$ cat src/rtl/life_pkg.sv
// Shared definitions for the Life board memory subsystem.
// Board geometry, address width and read-source encoding.
package life_pkg;
    localparam int LOG_W  = 6;
    localparam int LOG_H  = 5;
    localparam int ADDR_W = LOG_W + LOG_H;

    typedef enum logic [1:0] {
        SRC_NONE,
        SRC_DISP,
        SRC_ENG,
        SRC_WR
    } src_e;
endpackage

$ cat src/rtl/life_mem_arbiter_if.sv
// Requester and RAM signals of the Life board memory arbiter.
// master: requesters plus RAM; slave: the arbiter.
interface life_mem_arbiter_if
    import life_pkg::*;
#(
    parameter int AW = ADDR_W
);
    logic          disp_req;
    logic [AW-1:0] disp_addr;
    logic          disp_gnt;
    logic          disp_rvalid;
    logic          disp_rdata;
    logic          eng_req;
    logic [AW-1:0] eng_addr;
    logic          eng_gnt;
    logic          eng_rvalid;
    logic          eng_rdata;
    logic          wr_req;
    logic [AW-1:0] wr_addr;
    logic          wr_data;
    logic          wr_gnt;
    logic          mem_en;
    logic          mem_we;
    logic [AW-1:0] mem_addr;
    logic          mem_wdata;
    logic          mem_rdata;
    logic          starve_evt;

    modport master (
        output disp_req, disp_addr, eng_req, eng_addr,
        output wr_req, wr_addr, wr_data, mem_rdata,
        input  disp_gnt, disp_rvalid, disp_rdata,
        input  eng_gnt, eng_rvalid, eng_rdata, wr_gnt,
        input  mem_en, mem_we, mem_addr, mem_wdata, starve_evt
    );

    modport slave (
        input  disp_req, disp_addr, eng_req, eng_addr,
        input  wr_req, wr_addr, wr_data, mem_rdata,
        output disp_gnt, disp_rvalid, disp_rdata,
        output eng_gnt, eng_rvalid, eng_rdata, wr_gnt,
        output mem_en, mem_we, mem_addr, mem_wdata, starve_evt
    );
endinterface

$ cat src/rtl/rr2_arbiter.sv
// Two-way round-robin arbiter; the pointer moves to the
// loser after every grant so both sides alternate under load.
module rr2_arbiter (
    input  logic clk,
    input  logic rst_n,
    input  logic en,
    input  logic req0,
    input  logic req1,
    output logic gnt0,
    output logic gnt1
);
    logic ptr_q;
    logic ptr_d;

    always_comb begin
        gnt0  = 1'b0;
        gnt1  = 1'b0;
        ptr_d = ptr_q;
        if (en) begin
            if (req0 && (!req1 || !ptr_q)) begin
                gnt0 = 1'b1;
            end else if (req1) begin
                gnt1 = 1'b1;
            end
        end
        if (gnt0) ptr_d = 1'b1;
        if (gnt1) ptr_d = 1'b0;
    end

    always_ff @(posedge clk or negedge rst_n) begin
        if (!rst_n) ptr_q <= 1'b0;
        else        ptr_q <= ptr_d;
    end
endmodule

$ cat src/rtl/life_mem_arbiter.sv
// Board RAM arbiter: display first, eng/wr round-robin,
// with a starvation guard that steals one display slot.
module life_mem_arbiter
    import life_pkg::*;
#(
    parameter int STARVE_LIMIT = 64,
    parameter int CNT_W        = 7
) (
    input logic               clk,
    input logic               rst_n,
    life_mem_arbiter_if.slave bus
);
    localparam logic [CNT_W-1:0] LIMIT = CNT_W'(STARVE_LIMIT);

    logic             force_q;
    logic             force_d;
    logic [CNT_W-1:0] cnt_q;
    logic [CNT_W-1:0] cnt_d;
    src_e             src_q;
    src_e             src_d;
    logic             rr_any;
    logic             preempt;
    logic             rr_en;
    logic             disp_g;
    logic             eng_g;
    logic             wr_g;

    assign rr_any  = bus.eng_req | bus.wr_req;
    // A forced slot only steals from display when eng/wr still want it
    assign preempt = force_q & rr_any;
    assign rr_en   = rst_n & (preempt | ~bus.disp_req);
    assign disp_g  = rst_n & bus.disp_req & ~preempt;

    rr2_arbiter u_rr (
        .clk   (clk),
        .rst_n (rst_n),
        .en    (rr_en),
        .req0  (bus.eng_req),
        .req1  (bus.wr_req),
        .gnt0  (eng_g),
        .gnt1  (wr_g)
    );

    always_comb begin
        bus.mem_en    = 1'b0;
        bus.mem_we    = 1'b0;
        bus.mem_addr  = '0;
        bus.mem_wdata = 1'b0;
        src_d         = SRC_NONE;
        unique case (1'b1)
            disp_g: begin
                bus.mem_en   = 1'b1;
                bus.mem_addr = bus.disp_addr;
                src_d        = SRC_DISP;
            end
            eng_g: begin
                bus.mem_en   = 1'b1;
                bus.mem_addr = bus.eng_addr;
                src_d        = SRC_ENG;
            end
            wr_g: begin
                bus.mem_en    = 1'b1;
                bus.mem_we    = 1'b1;
                bus.mem_addr  = bus.wr_addr;
                bus.mem_wdata = bus.wr_data;
                src_d         = SRC_WR;
            end
            default: ;
        endcase
    end

    always_comb begin
        cnt_d = cnt_q;
        if (force_q || eng_g || wr_g) begin
            cnt_d = '0;
        end else if (rr_any && cnt_q != LIMIT) begin
            cnt_d = cnt_q + 1'b1;
        end
        force_d = (cnt_d == LIMIT);
    end

    always_ff @(posedge clk or negedge rst_n) begin
        if (!rst_n) begin
            force_q <= 1'b0;
            cnt_q   <= '0;
            src_q   <= SRC_NONE;
        end else begin
            force_q <= force_d;
            cnt_q   <= cnt_d;
            src_q   <= src_d;
        end
    end

    assign bus.disp_gnt    = disp_g;
    assign bus.eng_gnt     = eng_g;
    assign bus.wr_gnt      = wr_g;
    assign bus.starve_evt  = rst_n & preempt;
    assign bus.disp_rvalid = (src_q == SRC_DISP);
    assign bus.eng_rvalid  = (src_q == SRC_ENG);
    assign bus.disp_rdata  = bus.disp_rvalid & bus.mem_rdata;
    assign bus.eng_rdata   = bus.eng_rvalid & bus.mem_rdata;
endmodule
$ cat src/flat_wrapper.sv
// flat-port wrapper written by rule: the top's interface ports become plain ports
module life_mem_arbiter_flat import life_pkg::*;
#(
    parameter int STARVE_LIMIT = 64,
    parameter int CNT_W        = 7
)
  (clk, rst_n, bus_disp_req, bus_disp_addr, bus_eng_req, bus_eng_addr, bus_wr_req, bus_wr_addr, bus_wr_data, bus_mem_rdata, bus_disp_gnt, bus_disp_rvalid, bus_disp_rdata, bus_eng_gnt, bus_eng_rvalid, bus_eng_rdata, bus_wr_gnt, bus_mem_en, bus_mem_we, bus_mem_addr, bus_mem_wdata, bus_starve_evt);
  life_mem_arbiter_if bus_i ();
  input logic clk;
  input logic rst_n;
  input wire logic [$bits(bus_i.disp_req)-1:0] bus_disp_req;
  input wire logic [$bits(bus_i.disp_addr)-1:0] bus_disp_addr;
  input wire logic [$bits(bus_i.eng_req)-1:0] bus_eng_req;
  input wire logic [$bits(bus_i.eng_addr)-1:0] bus_eng_addr;
  input wire logic [$bits(bus_i.wr_req)-1:0] bus_wr_req;
  input wire logic [$bits(bus_i.wr_addr)-1:0] bus_wr_addr;
  input wire logic [$bits(bus_i.wr_data)-1:0] bus_wr_data;
  input wire logic [$bits(bus_i.mem_rdata)-1:0] bus_mem_rdata;
  output wire logic [$bits(bus_i.disp_gnt)-1:0] bus_disp_gnt;
  output wire logic [$bits(bus_i.disp_rvalid)-1:0] bus_disp_rvalid;
  output wire logic [$bits(bus_i.disp_rdata)-1:0] bus_disp_rdata;
  output wire logic [$bits(bus_i.eng_gnt)-1:0] bus_eng_gnt;
  output wire logic [$bits(bus_i.eng_rvalid)-1:0] bus_eng_rvalid;
  output wire logic [$bits(bus_i.eng_rdata)-1:0] bus_eng_rdata;
  output wire logic [$bits(bus_i.wr_gnt)-1:0] bus_wr_gnt;
  output wire logic [$bits(bus_i.mem_en)-1:0] bus_mem_en;
  output wire logic [$bits(bus_i.mem_we)-1:0] bus_mem_we;
  output wire logic [$bits(bus_i.mem_addr)-1:0] bus_mem_addr;
  output wire logic [$bits(bus_i.mem_wdata)-1:0] bus_mem_wdata;
  output wire logic [$bits(bus_i.starve_evt)-1:0] bus_starve_evt;
  assign bus_i.disp_req = bus_disp_req;
  assign bus_i.disp_addr = bus_disp_addr;
  assign bus_i.eng_req = bus_eng_req;
  assign bus_i.eng_addr = bus_eng_addr;
  assign bus_i.wr_req = bus_wr_req;
  assign bus_i.wr_addr = bus_wr_addr;
  assign bus_i.wr_data = bus_wr_data;
  assign bus_i.mem_rdata = bus_mem_rdata;
  assign bus_disp_gnt = bus_i.disp_gnt;
  assign bus_disp_rvalid = bus_i.disp_rvalid;
  assign bus_disp_rdata = bus_i.disp_rdata;
  assign bus_eng_gnt = bus_i.eng_gnt;
  assign bus_eng_rvalid = bus_i.eng_rvalid;
  assign bus_eng_rdata = bus_i.eng_rdata;
  assign bus_wr_gnt = bus_i.wr_gnt;
  assign bus_mem_en = bus_i.mem_en;
  assign bus_mem_we = bus_i.mem_we;
  assign bus_mem_addr = bus_i.mem_addr;
  assign bus_mem_wdata = bus_i.mem_wdata;
  assign bus_starve_evt = bus_i.starve_evt;
  life_mem_arbiter #(.STARVE_LIMIT(STARVE_LIMIT), .CNT_W(CNT_W)) u_core (.clk(clk), .rst_n(rst_n), .bus(bus_i));
endmodule
$ cat config.mk
export PLATFORM = sky130hd
export DESIGN_NAME = life_mem_arbiter_flat
export DESIGN_NICKNAME = d
export VERILOG_FILES = /design/src/rtl/life_pkg.sv /design/src/rtl/life_mem_arbiter_if.sv /design/src/rtl/rr2_arbiter.sv /design/src/rtl/life_mem_arbiter.sv /design/src/flat_wrapper.sv
export SDC_FILE = /design/constraint.sdc
export NUM_CORES = 1
export LEC_CHECK = 0
export ABC_CLOCK_PERIOD_IN_PS = 1800
export CORE_UTILIZATION = 30
export DETAILED_ROUTE_END_ITERATION = 16
export GPL_ROUTABILITY_DRIVEN = 1
export GPL_TIMING_DRIVEN = 0
export PLACE_DENSITY = 0.83
export SYNTH_ARGS = -nofsm -noshare
export SYNTH_HDL_FRONTEND = slang
export SYNTH_HIERARCHICAL = 1
export SYNTH_SLANG_ARGS = --single-unit
$ cat constraint.sdc
create_clock -name clk -period 1.8 [get_ports clk]
set_input_delay 0.36 -clock clk [delete_from_list [all_inputs] [get_ports clk]]
set_output_delay 0.36 -clock clk [all_outputs]
set_load 0.02 [all_outputs]
==> reports/metrics.yaml, run 1 <==
place_congestion: 0.881
synth_common_cells: "16 x inv_1, 11 x a222oi_1, 11 x dfrtp_1"
drive_gt1_frac: 0.345
drt_iter0_markers: 60
grt_pass1_vias: 908
peakVddDrop_uv: 862
dieWidth_um: 54.4
maxCapViolCount: 0
placeableCoreArea_um2: 2540
synth_ff_type: "dfrtp_1"
dp_slack_ns: -1.54
clock_latency_ns: 0.28
hold_slack_ns: 0.601
hold_depth: 3
hpwl_um: 2350
ios: 62
syn-num-nets: 139
status: "complete, but fails checks"
die_area_um2: 2960
tns_ns: -4.77
fin_cells: 204
antenna_found_initial: 0
numCtsBuffers: 3
ys_async_sr_fraction: 1.00
rsz0062_at_grt: "yes"
drc_errors: 0
crit_type: "flip-flop to primary output"
num-fill-cells: 193
tritoncts: "built"
leakage_nw: 0.851
setup_viol: 17
cts.clk_slew.worst_paths_ns: 0.07
antenna_cells: 0
violations: "negative setup slack"
synth_largest_area_cell: "dfrtp_1"
grt-ovfl-total: 0
reg2reg_depth: 9
critPathArrivalTime_ns: 1.80
required_ns: 1.44
grt_usage: 0.217
root_buffer: "clkbuf_4"
io_buffers: 61
layout_setup_ws_ns: -0.360
grt_pass1_wl_um: 4470
avgSynthCellArea_um2: 8.50
finClkSkew_ns: 0.00413
cp_max_fo: 7
power-per-cell-area_nw_per_um2: 636
critPathLaunchType: "flip-flop"
totalWireLength_um: 3450
worst_pin_slew_ns: 0.525
min_period_ns: 2.16
htreeDepth: 1
ys_warn_count: 6
end_kind: "primary output"
area_growth_syn_to_layout_pct: 110
hold_violations: 0
power_mw: 1.10
synth_top_area_frac: 0.334
min_path_type: "input pin to flip-flop"
fp.dieH_um: 54.4
cts.path.max_buffers: 2
yosys.cell_count.top_type: "inv_1"
cts.sinks: 11
slew_headroom: 0.649
synth_edf_count: 0
rows: 18
viasPerCell: 5.22
start_util: 0.324
syn_inst: 97
grt_max_degree: 12
postLayoutCellArea_um2: 1730
post-route-util: 0.681
ant_nets: 0
fin_nets: 217
drv_slew: 0
ys_seq_area_frac: 0.334
placed_cells: 188
post_dp_cell_area_um2: 1530
first_pass_iters: 4
syn_area_um2: 825
period_share: 1.20
synth_cell_types: 30
via_count: 1065
ys_seq_elements: 11
wl_per_cell_um: 16.9
fmax_ghz: 0.463
synthTopCellsByArea: "dfrtp_1 33%, a222oi_1 13%, inv_1 7.3%, a21oi_1 4.2%, ha_1 3.0%"
-- routing by layer --
| metal | part of all wire | up-vias | GRT usage | wire, µm |
|---|---|---|---|---|
| li1 | - | 517 | - | - |
| met1 | 0.39 | 516 | 0.280 | 1330 |
| met2 | 0.57 | 26 | 0.358 | 1960 |
| met3 | 0.037 | 6 | 0.0528 | 128 |
| met4 | 0.011 | 0 | 0.0598 | 38 |
| met5 | 0 | - | 0 | 0 |
-- cells in the final DEF (no fill, tap or decap), types with 4 or more instances in the layout --
cell type / count
a222oi_1: 11
clkdlybuf4s50_1: 35
dfrtp_1: 11
buf_4: 12
nor2_1: 6
inv_1: 16
dlygate4sd2_1: 4
buf_2: 4
or3_1: 4
buf_6: 18
-- path summary, 6_finish.rpt --
path / to / slack [ns] / from
max reg2reg: u_core/force_q$_DFF_PN0_ / -0.18 / u_core/force_q$_DFF_PN0_
max: bus_mem_addr[0] / -0.36 / u_core/force_q$_DFF_PN0_
min reg2reg: u_core/cnt_q[6]$_DFF_PN0_ / 0.61 / u_core/cnt_q[6]$_DFF_PN0_
max in group asynchronous: u_core/cnt_q[3]$_DFF_PN0_ / 0.83 / rst_n
min: u_core/u_rr/ptr_q$_DFFE_PN0P_ / 0.60 / bus_wr_req
min in group asynchronous: u_core/cnt_q[2]$_DFF_PN0_ / 0.62 / rst_n
-- cells by family (layout without fill, tap and decap cells) --
logic type / Yosys count / after routing / synth area share
AO/OA/AOI/OAI: 31 / 31 / 0.302
buffers and inverters: 22 / 99 / 0.106
AND/OR/NAND/NOR: 27 / 27 / 0.184
XOR/XNOR: 3 / 3 / 0.0319
multiplexers: 1 / 1 / 0.0121
adder cells (fa/ha/maj): 2 / 2 / 0.0303
flip-flops: 11 / 11 / 0.334
-- sequential cells by signal (all words and copies together) (netlist names) --
register / count
u_core/src_q: 2
u_core/cnt_q: 7
u_core/force_q: 1
u_core/u_rr/ptr_q: 1
-- timing repair --
action,in CTS,in global routing
resized for setup,129,15
gates cloned,2,0
hold endpoints to repair,11,0
setup buffers,8,3
pin swaps,9,10
hold buffers,1,0
setup endpoints to repair,30,26
-- area by class of cell --
type | count | area [µm²] | area share
repair buffers | 75 | 733 | 0.423
multi-input cells | 64 | 557 | 0.321
flip-flops and latches | 11 | 275 | 0.159
inverters | 16 | 60.1 | 0.0347
plain buffers | 4 | 43.8 | 0.0253
well taps | 30 | 37.5 | 0.0217
clock buffers | 4 | 26.3 | 0.0152
-- power by group --
part | switching (mW) | total (mW) | internal [mW]
combinational | 0.260 | 0.546 | 0.286
clock | 0.0913 | 0.177 | 0.0860
sequential | 0.0812 | 0.380 | 0.299
-- worst max-delay path, cell delays in order, from the launching register on --
cell and delay, ns:
dfrtp_1 0.42, o21ai_4 0.10, a21oi_4 0.09, nand2_2 0.08, a21oi_4 0.07, buf_8 0.16, a222oi_1 0.34, inv_1 0.11
buf_6 0.15
Power figures use the tool's default switching activity.
==> run 2: changes to the inputs <==
- CORE_ASPECT_RATIO: default -> 1.75
==> run 2 against run 1 <==
Cell count shrank 4.4%. Wire length decreased by 12%. Highest routed layer unchanged. Core utilization decreased by 2.4 points. Sequential power is essentially flat. Clock-buffer cell count is the same. Clock power is 47% higher. Register-to-register slack improved by 0.08 ns. The run still ends with negative setup slack left. Critical path type unchanged. Die area grew 0.28%.
==> reports/metrics.yaml, run 2 (synthesis gave the netlist of run 1 again) <==
area_growth_syn_to_layout_pct: 103
crit_type: "flip-flop to primary output"
maxCapViolCount: 0
critPathLaunchType: "flip-flop"
dp_slack_ns: -1.52
hold_depth: 3
drt_iter0_markers: 65
fin_nets: 212
grt_usage: 0.209
first_pass_iters: 4
combPwrFrac: 0.435
cts.sinks: 11
start_util: 0.323
slew_headroom: 0.635
reg2reg_from: "u_core/force_q$_DFF_PN0_"
power_frac_seq: 0.336
antenna_cells: 0
tns_ns: -4.82
rsz0062_at_grt: "yes"
numCtsBuffers: 3
dieWidth_um: 41.6
grt_max_degree: 14
violations: "negative setup slack"
io_buffers: 61
worst_pin_slew_ns: 0.546
hold_violations: 0
layout_common_cells: "35 x clkdlybuf4s50_1, 16 x buf_6, 16 x inv_1"
htreeDepth: 1
peakVddDrop_uv: 323
reg2reg_depth: 9
worstHoldStart: "bus_eng_req"
die_area_um2: 2970
period_share: 1.23
largest-register: "u_core/cnt_q"
cp_max_fo: 7
finClkSkew_ns: 0.00245
tritoncts: "built"
hpwl_um: 2230
post-route-util: 0.657
largest_reg_flops: 7
via_count: 1089
clock_latency_ns: 0.25
intPower_uw: 720
min_period_ns: 2.21
grt_pass1_vias: 1139
placeableCoreArea_um2: 2550
drive_gt1_frac: 0.308
drc_errors: 0
required_ns: 1.44
antenna_found_initial: 0
postLayoutCellArea_um2: 1680
grt_pass1_wl_um: 4740
drv_slew: 0
holdPathEnd: "u_core/u_rr/ptr_q$_DFFE_PN0P_"
totalWireLength_um: 3050
end_kind: "primary output"
r2r_setup_slack_ns: -0.10
r2r_end: "u_core/force_q$_DFF_PN0_"
post_dp_cell_area_um2: 1520
ios: 62
switching_share: 0.367
critPathArrivalTime_ns: 1.85
root_buffer: "clkbuf_8"
layout_setup_ws_ns: -0.413
setup_viol: 16
layout_commonest_cell: "clkdlybuf4s50_1"
leakage_nw: 0.846
fmax_ghz: 0.452
wl_per_cell_um: 15.6
cts.path.max_buffers: 2
ant_nets: 0
fp.dieH_um: 71.4
viasPerCell: 5.58
status: "complete, but fails checks"
power_mw: 1.14
rows: 24
place_congestion: 0.832
power-per-cell-area_nw_per_um2: 679
top_regs: "u_core/cnt_q: 7 flops, u_core/src_q: 2 flops"
min_path_type: "input pin to flip-flop"
grt-ovfl-total: 0
p_sw_uw: 418
clock_power_share: 0.229
cts.clk_slew.worst_paths_ns: 0.05
==> run 2: area by class of cell <==
class	count	area [µm²]
Buffer	4	46.3
Clock buffer	4	45.0
Fill cell	211	876
Inverter	16	60.1
Multi-Input combinational cell	64	529
Sequential cell	11	275
Tap cell	26	32.5
Timing Repair Buffer	70	688
==> run 2: worst max-delay path by stage <==
stage                                  start               to  slack [ns]  depth (start not counted)
floorplan           u_core/force_q$_DFF_PN0_  bus_mem_addr[0]        0.01                          7
global placement                       rst_n  bus_mem_addr[1]       -1.46                          9
detailed placement                     rst_n  bus_mem_addr[7]       -1.52                          9
CTS                 u_core/force_q$_DFF_PN0_       bus_wr_gnt       -0.32                          7
global route        u_core/force_q$_DFF_PN0_  bus_mem_addr[2]       -0.45                          8
finish              u_core/force_q$_DFF_PN0_  bus_mem_addr[3]       -0.41                          8
==> run 2: worst max-delay path, stage by stage, from the launching register on <==
cell and delay, ns:
dfrtp_1 0.41, o21ai_4 0.09, a21oi_2 0.10, nand2_1 0.10
a21oi_4 0.07, clkbuf_8 0.17, a222oi_1 0.39, inv_1 0.12
buf_6 0.15
==> run 2: power groups by stage <==
stage / combinational (mW) / clock (mW) / sequential, mW
finish: 0.495 / 0.260 / 0.382
global route: 0.541 / 0.276 / 0.396
CTS: 0.479 / 0.268 / 0.382
detailed placement: 0.465 / 0 / 0.386
global placement: 0.453 / 0 / 0.379
floorplan: 0.264 / 0 / 0.362
==> run 2: repair_timing <==
item,4_1_cts,5_1_grt
gates cloned,1,0
endpoints found under the setup margin,30,26
buffers inserted,6,1
hold endpoints to repair,11,11
pin swaps,8,2
gates resized for setup,112,17
==> run 2: through the flow <==
step,cells,hold slack [ns]
floorplan,97,0.0644
global placement,184,0.557
detailed placement,184,0.589
CTS,194,-0.0558
global route,195,0.534
finish,195,0.520
==> run 2: routing by layer <==
| metal | GRT usage | vias up | part of all wire |
|---|---|---|---|
| li1 | - | 504 | - |
| met1 | 0.192 | 502 | 0.33 |
| met2 | 0.408 | 74 | 0.55 |
| met3 | 0.0453 | 9 | 0.094 |
| met4 | 0.111 | 0 | 0.030 |
| met5 | 0 | - | 0 |
==> run 3: changes to the inputs <==
- ABC_CLOCK_PERIOD_IN_PS: 1800 -> default
==> results of run 3 <==
Final layout, timing and power as in run 2 (identical DEF).
==> edit 1, RTL diff (flow settings as in run 3) <==
Make the reset (`rst_n`) synchronous in 2 clocked blocks.
--- a/src/rtl/rr2_arbiter.sv
+++ b/src/rtl/rr2_arbiter.sv
@@ -28,5 +28,5 @@
     end
 
-    always_ff @(posedge clk or negedge rst_n) begin
+    always_ff @(posedge clk) begin
         if (!rst_n) ptr_q <= 1'b0;
         else        ptr_q <= ptr_d;
--- a/src/rtl/life_mem_arbiter.sv
+++ b/src/rtl/life_mem_arbiter.sv
@@ -80,5 +80,5 @@
     end
 
-    always_ff @(posedge clk or negedge rst_n) begin
+    always_ff @(posedge clk) begin
         if (!rst_n) begin
             force_q <= 1'b0;
Formal check against the unedited RTL: differs if rst_n is asserted again (counterexample within 4 cycles, from zero or initial values and one cycle with rst_n low); with rst_n held inactive, the same outputs for 10 cycles.
==> edit 1 against run 3 <==
The run still ends with negative setup slack left. Via count rose by 13%. Setup slack improved by 220 ps. Synthesized area rose by 1.4%. Sequential power fell by 31%. Wire length rose by 22%. Global-route usage rose by 2.0 points. Critical path depth rose by 1. Worst hold slack got worse by 120 ps. Utilization rose by 5.8 points. Power fell by 22%. Synthesized cell count rose by 20%. Sequential cell count did not move. Combinational power fell by 28%. Final area rose by 13%. Largest cell class unchanged. Highest routed layer unchanged.
==> edit 1: results (changes against run 3) <==
Detailed routing
  – DRT iter0 DRCs: 11 (was 65)
  – Final WL: 3710 um (was 3050 um)
  – Routed via count: 1,232 (was 1,089)
  – DR pass1 iterations: 4 (unchanged)
  – Vias per cell: 5.48 (was 5.58)

Min path
  – Hold path cells: 3 (unchanged)
  – Worst Hold Class: primary input to flip-flop (unchanged)
  – Hold path start: rst_n (was bus_eng_req)
  – Hold Crit Endpoint: u_core/u_rr/ptr_q (unchanged)

STA
  – Worst Max-Slew Pin Slew: 291 ps (was 546 ps)
  – Worst Setup Slack, final: -198 ps (was -413 ps)
  – Clock skew: 7.15 ps (was 2.45 ps)
  – Setup violations, final: 16 (unchanged)

Power and ir drop
  – Static leakage: 0.858 nW (was 0.846 nW)
  – Peak VDD IR: 313 uV (was 323 uV)

Finish
  – Share of layout cells above drive strength 1: 43.4% (was 30.8%)
  – Nets: 241 (was 212)
  – Ant. Diodes: 0 (unchanged)
  – Biggest regs: u_core/cnt_q (7), u_core/src_q (2) (unchanged)

Clock tree
  – Clk_lat worst skew: 250 ps (about the same)
  – Clock transition at path regs: approximately 60 ps
  – H-tree Lvls: 1 (unchanged)
  – CTS max path bufs: 2 (unchanged)
  – CTS Root Cell: clkbuf_8 (unchanged)

GRT
  – Tot GR Track Use: 23.0% (was 20.9%)
  – Largest net degree at the start of global routing: 11 (was 14)
  – Initial antenna violation count: 0 (unchanged)
  – First-pass GRT wire length: 5330 um (was 4740 um)
  – Vias in the first global route: 1,272 (was 1,139)

Synth
  – Commonest cells post-synth: inv_1, o21ai_0, nor2_1 (was inv_1, a222oi_1, dfrtp_1)
  – Dominant cells by area after synthesis: dfxtp_1, a22oi_1, o21ai_0 (was dfrtp_1, a222oi_1, inv_1)
  – Adder-cell share of the synthesized area: 2.99% (was 3.03%)
  – Yosys Warn Count: 6 (unchanged)
  – Syn avg cell area: 7.21 um^2 (was 8.50 um^2)
  – Net Count, Synth: 158 (was 139)
  – Register area share after synthesis: 26.3% (was 33.4%)
  – Fraction of synthesized area in multiplexers: 3.59% (was 1.21%)
  – Count of cell types in the netlist: 33 (was 30)
  – Async S/R FF share, synth: 0% (was 100%)
  – XOR/XNOR share of the synthesized area: 2.10% (was 3.19%)
  – Post-synthesis compound-gate area fraction: 32.8% (was 30.2%)

Critical path
  – Reg2Reg Launch Point: u_core/force_q (unchanged)
  – Reg2Reg Depth: 10 (was 9)
  – CP Max Fanout: 7 (unchanged)
  – Critical path arrival: 1640 ps (was 1850 ps)
  – RR Endpoint: u_core/force_q (unchanged)
  – R2R setup slack: -170 ps (was -100 ps)

Outcome
  – Failing checks: negative setup slack (unchanged)
  – Status: finished with violations (unchanged)

Place
  – Post-DP HPWL: 2200 um (was 2230 um)
  – Gp weighted congestion: 0.867 (was 0.832)
  – Placed inst area: 0.00159 mm^2 (was 0.00152 mm^2)
  – Dpl cells: 204 (was 184)
## edit 1: changes by cell type after synthesis, moves of 3 or more
| cell | delta |
|---|---|
| a222oi_1 | -11 |
| or2_2 | -3 |
| a22oi_1 | +11 |
| dfxtp_1 | +11 |
| or3_1 | -3 |
| nor2_1 | +7 |
| o21ai_0 | +11 |
| dfrtp_1 | -11 |
## edit 1: worst max-delay path by stage
stage | slack (ps) | cells past startpoint | to | startpoint
4_1_cts | -220 | 9 | bus_mem_addr[3] | u_core/force_q
3_3_place_gp | -1440 | 10 | bus_mem_addr[3] | bus_wr_req
6_report | -200 | 9 | bus_mem_addr[3] | u_core/force_q
5_1_grt | -240 | 10 | u_core/force_q | u_core/force_q
3_5_place_dp | -1460 | 10 | bus_mem_addr[3] | bus_wr_req
2_1_floorplan | -40 | 9 | u_core/force_q | u_core/force_q
## edit 1: layout make-up
class / instances / area [um^2]
fill: 187 / 757
tap: 27 / 33.8
timing repair buffer: 78 / 749
inverter: 18 / 67.6
multi-input combinational: 81 / 697
sequential: 11 / 224
clock buffer: 4 / 45.0
buffer: 6 / 85.1
## edit 1: metal layers
metal	wire length (um)	track usage (%)	up-vias
li1	-	-	572
met1	1170	21.3	567
met2	2130	42.9	78
met3	257	5.79	15
met4	157	14.7	0
met5	0	0	-
## edit 1: what timing repair did
action / 4_1_cts / 5_1_grt
resized for setup: 135 / 19
buffers inserted: 12 / 2
pin swaps: 10 / 8
gates cloned: 2 / 1
endpoints found under the setup margin: 30 / 20
hold endpoints to repair: 0 / 0
## edit 1: power breakdown
| group | switching (mW) | total [mW] | internal [mW] |
|---|---|---|---|
| Clock | 0.110 | 0.266 | 0.157 |
| Sequential | 0.0137 | 0.265 | 0.252 |
| Combinational | 0.164 | 0.357 | 0.193 |
| Total | 0.287 | 0.889 | 0.602 |
## edit 1: kinds of logic after synthesis
logic type / Yosys count
simple gates: 34
mux: 3
buf+inv: 24
fa+ha+maj: 2
flops: 11
compound gates: 40
xor+xnor: 2
## edit 1: worst max-delay path, cell delays in order, from the launching register on
cell and delay (ps):
dfxtp_4 350, o21ai_4 60, a21oi_4 170, nand2_2 80
a21oi_4 140, buf_6 150, buf_6 130, a22oi_2 80
o21ai_2 80, buf_6 140
## edit 1: through the flow
step           setup slack [ps]  hold WS (ps)  utilization, %  power, mW  setup TNS, ps
5_1_grt                    -243           439            71.5      0.916          -3070
2_1_floorplan             -36.5           472               -      0.400           -366
6_report                   -198           402            71.5      0.889          -2230
4_1_cts                    -225           437            68.3      0.850          -2770
3_3_place_gp              -1440           539            59.8      0.562         -28270
3_5_place_dp              -1460           552            59.8      0.568         -29190
==> edit 2, RTL diff (settings of run 3) <==
Without the edit above. `CNT_W` is set to 7 in 2 places; all go to 14.
--- a/src/rtl/life_mem_arbiter.sv
+++ b/src/rtl/life_mem_arbiter.sv
@@ -5,5 +5,5 @@
 #(
     parameter int STARVE_LIMIT = 64,
-    parameter int CNT_W        = 7
+    parameter int CNT_W        = 14
 ) (
     input logic               clk,
--- a/src/flat_wrapper.sv
+++ b/src/flat_wrapper.sv
@@ -3,5 +3,5 @@
 #(
     parameter int STARVE_LIMIT = 64,
-    parameter int CNT_W        = 7
+    parameter int CNT_W        = 14
 )
   (clk, rst_n, bus_disp_req, bus_disp_addr, bus_eng_req, bus_eng_addr, bus_wr_req, bus_wr_addr, bus_wr_data, bus_mem_rdata, bus_disp_gnt, bus_disp_rvalid, bus_disp_rdata, bus_eng_gnt, bus_eng_rvalid, bus_eng_rdata, bus_wr_gnt, bus_mem_en, bus_mem_we, bus_mem_addr, bus_mem_wdata, bus_starve_evt);
Behaviour: no difference found for any inputs over 10 cycles, from zero or initial values and one cycle with rst_n low; that may be too few to reach the edited logic, so the function may still have changed.
==> edit 2 against run 3 <==
The run still ends with negative setup slack left. Fmax increased by 0.43%. Combinational power increased by 34%. Power increased by 36%. Wire length increased by 42%. Setup slack improved by 9.4 ps. Synthesized area increased by 57%. Final area increased by 40%. Sequential cell count increased by 7. Worst hold slack improved by 46 ps. Global-route usage decreased by 2.0 points.
==> edit 2: results (changes against run 3) <==
STA
  – Worst Setup Slack, final: -404 ps (was -413 ps)
  – Clock skew: 3.36 ps (was 2.45 ps)
  – Max-slew headroom: 42.0% (was 63.5%)
  – Setup total negative slack: -6560 ps (was -4820 ps)
  – Slew Limit Fails: 0 (unchanged)
  – Setup violations, final: 28 (was 16)

Clock tree
  – # Post-CTS Setup Buffers: 8 (was 6)
  – CTS resizes: 115 (was 112)
  – Clock transition at path regs: 70 ps (was 50 ps)
  – CTS Root Cell: clkbuf_8 (unchanged)
  – Clock Sinks: 18 (was 11)

Detailed routing
  – Routed via count: 1,522 (was 1,089)
  – Final WL: 4330 um (was 3050 um)

Power and ir drop
  – Peak VDD IR: 443 uV (was 323 uV)
  – Static leakage: 1.05 nW (was 0.846 nW)

Synth
  – Commonest cells post-synth: inv_1, dfrtp_1, nor2_1 (was inv_1, a222oi_1, dfrtp_1)
  – Count of cell types in the netlist: 43 (was 30)
  – Register area share after synthesis: 34.8% (was 33.4%)
  – Syn avg cell area: 8.85 um^2 (was 8.50 um^2)
  – Net Count, Synth: 188 (was 139)
  – Dominant cells by area after synthesis: dfrtp_1, a222oi_1, xnor2_1 (was dfrtp_1, a222oi_1, inv_1)

GRT
  – First-pass GRT wire length: 6500 um (was 4740 um)
  – M1 GR Usage: 18.2% (was 19.2%)
  – Largest net degree at the start of global routing: 19 (was 14)
  – GRT met3 Usage: 3.26% (was 4.53%)
  – GR Layer Usage met2: 37.2% (was 40.8%)
  – Tot GR Track Use: 18.9% (was 20.9%)

Place
  – Placed inst area: 0.00204 mm^2 (was 0.00152 mm^2)
  – Post-DP HPWL: 2990 um (was 2230 um)
  – Gp weighted congestion: 0.846 (was 0.832)
  – Dpl cells: 256 (was 184)

Finish
  – Non-clk buf share: 35.7% (was 43.8%)
  – Logic inverters: 19 (was 16)
  – ClkCell Share: 2.34% (was 2.69%)
  – Reg area: 450 um^2 (was 275 um^2)
  – Share of layout cells above drive strength 1: 33.6% (was 30.8%)
  – Biggest regs: u_core/cnt_q (14), u_core/src_q (2) (was u_core/cnt_q (7), u_core/src_q (2))
  – Multi-Input Combinational: 101 (was 64)
  – Cell Count, Final, Fillers Out: 272 (was 195)
  – Fraction of area in multi-input gates: 37.1% (was 31.6%)
  – Buffers, non-clock: 81 (was 74)
  – # fillers: 330 (was 211)

Critical path
  – R2R setup slack: -330 ps (was -100 ps)
  – Reg2Reg Depth: 11 (was 9)
  – CP Max Fanout: 8 (was 7)
  – Reg2Reg Launch Point: u_core/force_q (unchanged)
  – Setup crit end: bus_mem_en (was bus_mem_addr[3])

Die
  – Core area: 0.00415 mm^2 (was 0.00255 mm^2)

Min path
  – Hold path start: bus_wr_req (was bus_eng_req)

Outcome
  – Status: finished with violations (unchanged)
  – Failing checks: negative setup slack (unchanged)
edit 2: cells by family (layout without fill, tap and decap cells):
| logic type | Yosys count | count (layout) | share of synthesized area, % |
|---|---|---|---|
| compound gates | 34 | 34 | 22.7 |
| xor+xnor | 11 | 11 | 7.45 |
| fa+ha+maj | 2 | 2 | 1.94 |
| buf+inv | 27 | 104 | 8.33 |
| flops | 18 | 18 | 34.8 |
| mux | 1 | 1 | 0.774 |
| simple gates | 53 | 53 | 23.9 |
edit 2: how the worst min path moves through the flow:
stage                         to  slack [ps]  depth (start not counted)
2_1_floorplan    u_core/cnt_q[0]          60                          0
3_3_place_gp    u_core/cnt_q[13]         560                          2
3_5_place_dp    u_core/cnt_q[13]         570                          2
4_1_cts        u_core/u_rr/ptr_q         590                          3
5_1_grt        u_core/u_rr/ptr_q         580                          3
6_report       u_core/u_rr/ptr_q         570                          3
edit 2: routing by layer:
metal,part of all wire [%],wire [um]
met1,32,1400
met2,58,2520
met3,6.0,262
met4,3.6,157
met5,0,0
edit 2: report_power, final:
part | leakage (nW) | switching, mW | total, mW | internal, mW
clock network | 0.0288 | 0.143 | 0.338 | 0.195
registers | 0.241 | 0.0872 | 0.543 | 0.456
logic | 0.779 | 0.313 | 0.662 | 0.349
total | 1.05 | 0.543 | 1.54 | 0.999
edit 2: critical path, delay by kind of cell, from the launching register on:
family	cells	cell delay (ps)
compound gates	3	220
flops	1	420
buf+inv	2	300
simple gates	3	640
edit 2: per-stage QoR:
step	power [mW]	util, %	worst slack (ps)
floorplan	0.896	-	-129
global placement	1.13	49.1	-1970
detailed placement	1.14	49.1	-2030
CTS	1.51	53.6	-451
global route	1.62	56.6	-498
finish	1.54	56.6	-404
